==> src/rtl/bus_slave_resp.sv <==
// Bus slave with a small byte-writable register window.
// Each transaction is answered with a one-cycle rdy_o strobe after a fixed number of wait states.
module bus_slave_resp #(
  parameter logic [31:0] BASE_ADDR   = 32'h0000_0000,
  parameter logic [31:0] ADDR_MASK   = 32'hFFFF_FFC0,
  parameter int          DEPTH       = 16,
  parameter int          WAIT_CYCLES = 1
) (
  input  logic        clk,
  input  logic        rst,
  input  logic [31:0] addr_i,
  input  logic [31:0] wr_data_i,
  input  logic        addr_strobe_i,
  input  logic [3:0]  sel_i,
  input  logic        we_i,
  output logic [31:0] rd_data_o,
  output logic        rdy_o,
  output logic        busy_o
);

  localparam int         IDX_W   = $clog2(DEPTH);
  localparam logic [3:0] WAIT_LD = 4'(WAIT_CYCLES);

  typedef enum logic [1:0] {IDLE, WAIT, RESP} state_t;

  state_t             state, state_nxt;
  logic [3:0]         cnt;
  logic [IDX_W-1:0]   idx_p0;
  logic               we_p0;
  logic [3:0]         sel_p0;
  logic [31:0]        wdata_p0;
  logic [31:0]        mem [DEPTH];
  logic               hit;
  logic               accept;

  assign hit    = (addr_i & ADDR_MASK) == (BASE_ADDR & ADDR_MASK);
  assign accept = (state == IDLE) && addr_strobe_i && hit;

  always_comb begin
    state_nxt = state;
    case (state)
      IDLE:    if (accept) state_nxt = (WAIT_CYCLES > 0) ? WAIT : RESP;
      WAIT:    if (cnt <= 4'd1) state_nxt = RESP;
      RESP:    state_nxt = IDLE;
      default: state_nxt = IDLE;
    endcase
  end

  // Stage p0: request capture at accept; storage commit at the edge that ends RESP
  always_ff @(posedge clk) begin
    if (rst) begin
      state    <= IDLE;
      cnt      <= '0;
      idx_p0   <= '0;
      we_p0    <= 1'b0;
      sel_p0   <= '0;
      wdata_p0 <= '0;
      for (int i = 0; i < DEPTH; i++) mem[i] <= '0;
    end else begin
      state <= state_nxt;
      if (accept) begin
        cnt      <= WAIT_LD;
        idx_p0   <= addr_i[2 +: IDX_W];
        we_p0    <= we_i;
        sel_p0   <= sel_i;
        wdata_p0 <= wr_data_i;
      end else if (state == WAIT) begin
        cnt <= cnt - 4'd1;
      end
      if (state == RESP && we_p0) begin
        for (int b = 0; b < 4; b++)
          if (sel_p0[b]) mem[idx_p0][8*b +: 8] <= wdata_p0[8*b +: 8];
      end
    end
  end

  assign rdy_o     = (state == RESP);
  assign busy_o    = (state != IDLE);
  assign rd_data_o = (state == RESP && !we_p0) ? mem[idx_p0] : 32'h0;

endmodule

==> config.mk <==
export PLATFORM = sky130hd
export DESIGN_NAME = bus_slave_resp
export DESIGN_NICKNAME = d
export VERILOG_FILES = /design/src/rtl/bus_slave_resp.sv
export SDC_FILE = /design/constraint.sdc
export NUM_CORES = 1
export LEC_CHECK = 0
export ABC_CLOCK_PERIOD_IN_PS = 1780
export BUFFER_PORTS_ARGS = -buffer_cell sky130_fd_sc_hd__buf_2
export CAP_MARGIN = 30
export CORE_UTILIZATION = 55
export CTS_CLUSTER_DIAMETER = 50
export DETAILED_ROUTE_END_ITERATION = 12
export PLACE_DENSITY = 0.77
export SKIP_CTS_REPAIR_TIMING = 1
export SKIP_LAST_GASP = 1
export SLEW_MARGIN = 30
export SYNTH_ARGS = -nofsm -noshare
export SYNTH_HDL_FRONTEND = slang
export SYNTH_SLANG_ARGS = --single-unit
==> constraint.sdc <==
create_clock -name clk -period 1.78 [get_ports clk]
set_input_delay 0.089 -clock clk [delete_from_list [all_inputs] [get_ports clk]]
set_output_delay 0.089 -clock clk [all_outputs]
set_load 0.01 [all_outputs]
After elaboration in Yosys (flattened, before gate mapping)

Memories as Yosys holds them, arrays and structs flattened. A register that Yosys moved wholly into a read port is not among the register bits.
Cells that the tools add are included.
Widths: inputs -> output; s select.

Word-level logic and storage cells: 55
Memories kept: 1
Input bits: 72
RAM bits: 512
Flip-flop bits (word level): 47

Memories:

| memory | depth | bits a word | read ports | clocked after memory_dff | wr ports | line | source |
|---|---|---|---|---|---|---|---|
| mem    | 16    | 32          | 1          | 1                        | 16       | 32   | `logic [31:0] mem [DEPTH];` |

Reduce and logical (&&, ||, !) cells: 12
Muxes and demuxes: 29
$lt $le $gt $ge: 1
Add/sub/neg operators: 1
Equal/unequal tests: 4

Operator list:

| cell                | count |
|---|---|
| $mux 32             | 2 |
| $logic_not 32->1    | 1 |
| $reduce_or 32->1    | 1 |
| $mux 1              | 20 |
| $mux 4              | 4 |
| $le 4x1->1 const B  | 1 |
| $logic_and 1x1->1   | 4 |
| $mux 2              | 2 |
| $ne 2x2->1 const B  | 2 |
| $pmux 2 s2          | 1 |
| $reduce_bool 2->1   | 2 |
| $sub 4x1->4 const B | 1 |
| $eq 2x1->1 const B  | 1 |
| $eq 2x2->1 const B  | 1 |
| $logic_not 2->1     | 1 |
| $reduce_and 2->1    | 1 |
| $reduce_or 2->1     | 1 |
| $logic_not 1->1     | 1 |

Depth between registers and ports, before layout

Gate-level depths: netlist (run 1).

Depth in word-level cells: 7
Mapped depth: 6
Depth with buffers taken out: 5

Worst setup path before layout (run 1)

Ideal clock, no wire load.

Kind: reg2out
From: reg with a tool-made name
To: out rd_data_o[10]
Path slack: -0.060 ns
Data required time: 1.691 ns
Cell stages (with the launch flop): 5
Buffers on the path: 2
Arrival time: 1.751 ns
Path through: dfxtp_1 -> buf_2 -> buf_2 -> mux4_2 -> a221o_1

RTL lines:

| element          | line | source |
|---|---|---|
| end: declaration | 16   | `output logic [31:0] rd_data_o,` |

==> results of run 1 <==
## Yosys cell counts (all sizes together), types with 2 or more instances
library cell / n
buf: 31
a221o: 31
nor3: 4
ha: 2
mux4: 128
dfxtp: 51
nor4: 7
inv: 74
nand3: 7
or2: 65
o21ai: 42
o22ai: 31
nor2b: 5
nand4: 2
clkbuf: 76
edfxtp: 512
xnor2: 2
nor2: 70
and2: 512
or3: 41
nand2b: 2
a21oi: 41
clkinv: 34
nand2: 14
## through the flow
stage                     area [um^2]  utilization  hold WS (ns)  std cells
after floorplan                 25600            -         0.300       1797
after global placement          27800        0.608         0.407       2536
after detailed placement        27800        0.608         0.415       2536
after CTS                       29700        0.651        -0.231       2643
after global routing            31000        0.679       -0.0169       2714
final                           31000        0.679       -0.0380       2714
## area by class of cell
type | instances | area, um^2
Clock buffer | 69 | 1610
Clock inverter | 38 | 337
Fill cell | 3026 | 14700
Inverter | 108 | 405
Multi-Input combinational cell | 1020 | 8650
Sequential cell | 563 | 16400
Tap cell | 600 | 751
Timing Repair Buffer | 316 | 2840
## final timing paths
| path | slack [ns] | depth (start not counted) | end |
|---|---|---|---|
| min | -0.04 | 5 | sel_p0[1] |
| max | -0.83 | 6 | rd_data_o[18] |
| max reg2reg | -0.02 | 5 | mem[12][13] |
| min reg2reg | 0.49 | 2 | sel_p0[0] |
## registers in the layout, indices dropped and copies added (netlist names), named ones only
register  count
wdata_p0     32
we_p0         1
idx_p0        4
sel_p0        4
state         2
cnt           4
mem         512
## power by group
group	switching [W]	leakage [nW]	internal [W]	total, W
clock	0.00512	0.969	0.00716	0.0123
combinational	0.000444	4.98	0.000404	0.000848
sequential	0.000205	5.27	0.0150	0.0152
## cells by family (layout without fill, tap and decap cells)
kind of cell,count (synthesis),in the layout,share of synthesized area
simple gates,735,736,0.173
mux,129,129,0.113
buf+inv,215,531,0.0353
compound gates,150,150,0.0376
fa+ha+maj,2,2,0.000976
flops,563,563,0.639
xor+xnor,3,3,0.00102
## critical path: stages, from the launching register on
cell and delay [ns]:
dfxtp_4 0.43, buf_12 0.16, clkbuf_16 0.16, buf_12 0.13, mux4_2 0.51, a221o_1 0.35
buf_2 0.15
## metal layers
metal | routed length [um] | share of wire | vias up | GRT usage
met3 | 6020 | 0.095 | 130 | 0.0490
met5 | 0 | 0 | - | 0
met4 | 2030 | 0.032 | 0 | 0.0872
met2 | 30400 | 0.48 | 796 | 0.403
li1 | - | - | 7043 | -
met1 | 24800 | 0.39 | 7875 | 0.363
==> reports/metrics.cfg, run 1 <==
[worst_setup_path]
arrival_ns = 2.52
required_ns = 1.69
crit_fanout = 6
worstSetupStartpointType = flop
worstSetupPathType = flop to output pin
end_kind = output pin
reg2reg_from = state[0]

[timing]
maxSlewViolCount = 0
skew_ns = 0.0135
period_share = 1.46
rsz0062_at_grt = true
fin_tns_setup_ns = -25.27
slew-limit-headroom = 0.509
hold_viol_final = 2
fmax_ghz = 0.384
hold_ws_ns = -0.0380
fin_crit_ns = 2.61
tightest_slew_ns = 0.735
setup_violations = 48
setup_ws_ns = -0.825

[power]
power.total_w = 0.0283
peakVddDrop_v = 0.000763
total_leakage_power_nw = 11.2
power_density_nw_per_um2 = 913

[floorplan]
row_count = 78
core_um2 = 45700
start_util = 0.561
die_w_um = 218
fp.dieH_um = 218
ioPinCount = 106
die-area_um2 = 47500

[routing]
firstDrtPassIters = 6
drtAntennaViolNets = 0
route.detailed.drc = 0
drt_iter0_drc = 1639
vias_per_cell = 5.84
num_vias = 15800
wl_per_cell_um = 23.3
drt_wl_total_mm = 63.2

[logic_synthesis]
synthFlopType = edfxtp_1
synth_top_cell_area_share = 0.600
async_flop_share = 0
postSynthNetCount = 1871
synth_edf_count = 512
ys_seq_area_frac = 0.639
ys_ff_latch = 563
yosys.cell_types.count = 42
synth_area_um2 = 25600
ys_warn_count = 0
synth.area.top_cells = edfxtp_1, and2_1, mux4_2
yosys.area.top_type = edfxtp_1
syn-instance-count = 1797
syn_area_per_cell_um2 = 14.3

[worst_hold_path]
hp-class = input pin to flop
hp-start = addr_i[15]

[clock_tree]
clock_path_buffers = 3
cts_max_level = 2
clkTransAtPathRegs_ns = 0.06
clock-sinks = 563
cts_tree = yes
root_buffer = clkbuf_16
numCtsBuffers = 57
clk-insertion-delay-late_ns = 0.61

[global_route]
grt_overflow_total = 0
track_usage = 0.257
antenna_found_initial = 1
grt_pass1_vias = 15500
grt_pass1_wl_mm = 91.3
grt_max_degree = 112

[finish]
layout_common_cells = and2_1, edfxtp_1, mux4_2, buf_4, buf_2
drive_gt1_frac = 0.298
insertedDiodeCount = 0
syn_to_final_growth_pct = 20.9
fin_nets = 2140

[placement]
dp_hpwl_mm = 40.0
gp_congestion = 0.846
place_ws_ns = -0.227
port_buffers = 103

[status]
violations = hold timing, setup timing
outcome = finished with violations

[flow_run]
cap_violations = 0

(Power assumes the default switching activity.)
==> run 2, diff against run 1 <==
--- a/config.mk
+++ b/config.mk
@@ -5,7 +5,7 @@
 export SDC_FILE = /design/constraint.sdc
 export NUM_CORES = 1
 export LEC_CHECK = 0
-export ABC_CLOCK_PERIOD_IN_PS = 1780
+export ABC_CLOCK_PERIOD_IN_PS = 2100
 export BUFFER_PORTS_ARGS = -buffer_cell sky130_fd_sc_hd__buf_2
 export CAP_MARGIN = 30
 export CORE_UTILIZATION = 55
==> constraint.sdc (replaced) <==
create_clock -name clk -period 2.1 [get_ports clk]
set_input_delay 0.105 -clock clk [delete_from_list [all_inputs] [get_ports clk]]
set_output_delay 0.105 -clock clk [all_outputs]
set_load 0.01 [all_outputs]
==> run 2 against run 1 <==
The run still ends with hold timing, setup timing left. Wire length is 5.4% lower. Clock power is 20% lower. Register-to-register slack better by 0.04 ns. Critical path depth stayed put. Combinational power is 18% lower. Critical path type unchanged. Critical endpoint is now rd_data_o[15]. Largest cell class unchanged.
==> reports/metrics.cfg, run 2 (synthesis gave the netlist of run 1 again) <==
[status]
outcome = finished with violations
violations = hold timing, setup timing

[power]
p_sw_frac = 0.200  ; -0.00348
internal_power_w = 0.0186  ; -17%
total_leakage_power_nw = 10.7  ; -4.6%
peakVddDrop_v = 0.000672  ; -12%
switchingPower_w = 0.00467  ; -19%
power_density_nw_per_um2 = 775  ; -15%
power_frac_comb = 0.030  ; about the same
power.total_w = 0.0233  ; -18%
clock_power_share = 0.420  ; -0.014
seqPwrFrac = 0.550  ; +0.014

[worst_setup_path]
arrival_ns = 2.52  ; about the same
end_kind = output pin
crit_fanout = 7  ; +1
worstSetupStartpointType = flop
worstSetupPathType = flop to output pin
required_ns = 2.00  ; +0.31 ns
r2r_slack_ns = 0.02  ; +0.04 ns

[floorplan]
fp.dieH_um = 218  ; unchanged
row_count = 78  ; unchanged
die_w_um = 218  ; unchanged
core_um2 = 45700  ; unchanged
ioPinCount = 106  ; unchanged
die-area_um2 = 47500  ; unchanged
start_util = 0.561  ; unchanged

[global_route]
grt_pass1_vias = 15100  ; -2.3%
grt_overflow_total = 0  ; unchanged
antenna_found_initial = 0  ; -1
grt_pass1_wl_mm = 88.2  ; -3.4%
grt_max_degree = 112  ; unchanged
track_usage = 0.249  ; -0.00789

[finish]
top_register = mem
fin_nets = 2081  ; -2.8%
largest_register_ffs = 512  ; unchanged
layout_common_cells = and2_1, edfxtp_1, mux4_2, buf_2, buf_4
drive_gt1_frac = 0.264  ; -0.0345
fin_util = 0.659  ; -0.0201
syn_to_final_growth_pct = 17.3
nFillCells = 3155  ; +4.3%
insertedDiodeCount = 0  ; unchanged
largestRegisters = mem: 512 flops, wdata_p0: 32 flops

[routing]
drt_iter0_drc = 1442  ; -12%
drtAntennaViolNets = 0  ; unchanged
wl_per_cell_um = 22.5  ; -3.2%
route.detailed.drc = 0  ; unchanged
vias_per_cell = 5.80  ; -0.72%
drt_wl_total_mm = 59.8  ; -5.4%
firstDrtPassIters = 7  ; +1
num_vias = 15400  ; -2.9%

[worst_hold_path]
hp-class = input pin to flop

[clock_tree]
clk-insertion-delay-late_ns = 0.61  ; about the same
clock-sinks = 563  ; unchanged
cts_max_level = 2  ; unchanged
numCtsBuffers = 56  ; -1.8%
clock_path_buffers = 3  ; unchanged
root_buffer = clkbuf_16
cts_tree = yes
clkTransAtPathRegs_ns = 0.06  ; about the same

[timing]
maxSlewViolCount = 0  ; unchanged
setup_ws_ns = -0.525  ; +0.300 ns
tightest_slew_ns = 0.850  ; +0.115 ns
hold_ws_ns = -0.00997  ; +0.0280 ns
hold_viol_final = 2  ; unchanged
fin_crit_ns = 2.63
setup_violations = 32  ; -33%
rsz0062_at_grt = true
fmax_ghz = 0.381
skew_ns = 0.0218  ; +0.00828 ns
period_share = 1.25
slew-limit-headroom = 0.433  ; -0.0758

[placement]
gp_congestion = 0.829  ; -2.0%
dp_hpwl_mm = 37.7  ; -5.7%
port_buffers = 103  ; unchanged

[flow_run]
cap_violations = 0  ; unchanged

-- run 2: cell count changes in the layout (fill, tap and decap cells not counted), sizes merged --
cell / before / now
clkinvlp: 1 / 2
nand4b: 2 / 1
inv: 84 / 78
dlygate4sd3: 42 / 38
buf: 264 / 212
clkinv: 56 / 51
clkbuf: 79 / 86
bufinv: 5 / 4
-- run 2: area by class of cell --
type                       count  area (um^2)  area share
clock buffer                  77         1540      0.0512
clock inverter                27          256     0.00853
inverter                     108          405      0.0135
multi-input combinational   1019         8490       0.282
sequential                   563        16400       0.545
tap                          600          751      0.0250
timing repair buffer         259         2240      0.0744
-- run 2: worst paths after layout --
check / start / to / cells after the start
setup / recovery: flop / rd_data_o[15] / 6
hold / removal: wr_data_i[11] / wdata_p0[11] / 4
setup reg to reg: idx_p0[2] / mem[13][26] / 5
hold reg to reg: sel_p0[2] / sel_p0[2] / 2
-- run 2: metal layers --
| metal | routed length, um | share of wire | track usage |
|---|---|---|---|
| met4 | 1610 | 0.027 | 0.0779 |
| met1 | 23800 | 0.40 | 0.343 |
| met3 | 4900 | 0.082 | 0.0463 |
| met2 | 29500 | 0.49 | 0.404 |
| met5 | 0 | 0 | 0 |
-- run 2: per-stage QoR --
stage / setup TNS [ns] / hold WS (ns) / setup WS [ns] / instance area (um^2) / cells
6_report: -15.99 / -0.00997 / -0.525 / 30100 / 2653
3_5_place_dp: -4.46 / 0.431 / -0.114 / 27300 / 2484
3_3_place_gp: 0 / 0.426 / 0.00608 / 27300 / 2484
5_1_grt: -19.27 / 0.00977 / -0.586 / 30100 / 2653
4_1_cts: -25.46 / -0.215 / -0.660 / 29100 / 2588
2_1_floorplan: 0 / 0.316 / 0.244 / 25600 / 1797
-- run 2: worst max-delay path, cell delays in order (launching register included) --
cell and delay, ns:
dfxtp_4 0.42, buf_12 0.17, buf_6 0.13, clkbuf_16 0.17, mux4_2 0.51, a221o_1 0.33
buf_2 0.15
-- run 2: power by group through the flow --
stage,Combinational (W),Sequential (W),Clock [W]
after floorplan,0.000429,0.0130,0
after global placement,0.000617,0.0130,0
after detailed placement,0.000635,0.0131,0
after CTS,0.000637,0.0128,0.00990
after global routing,0.000749,0.0129,0.0103
final,0.000699,0.0128,0.00978
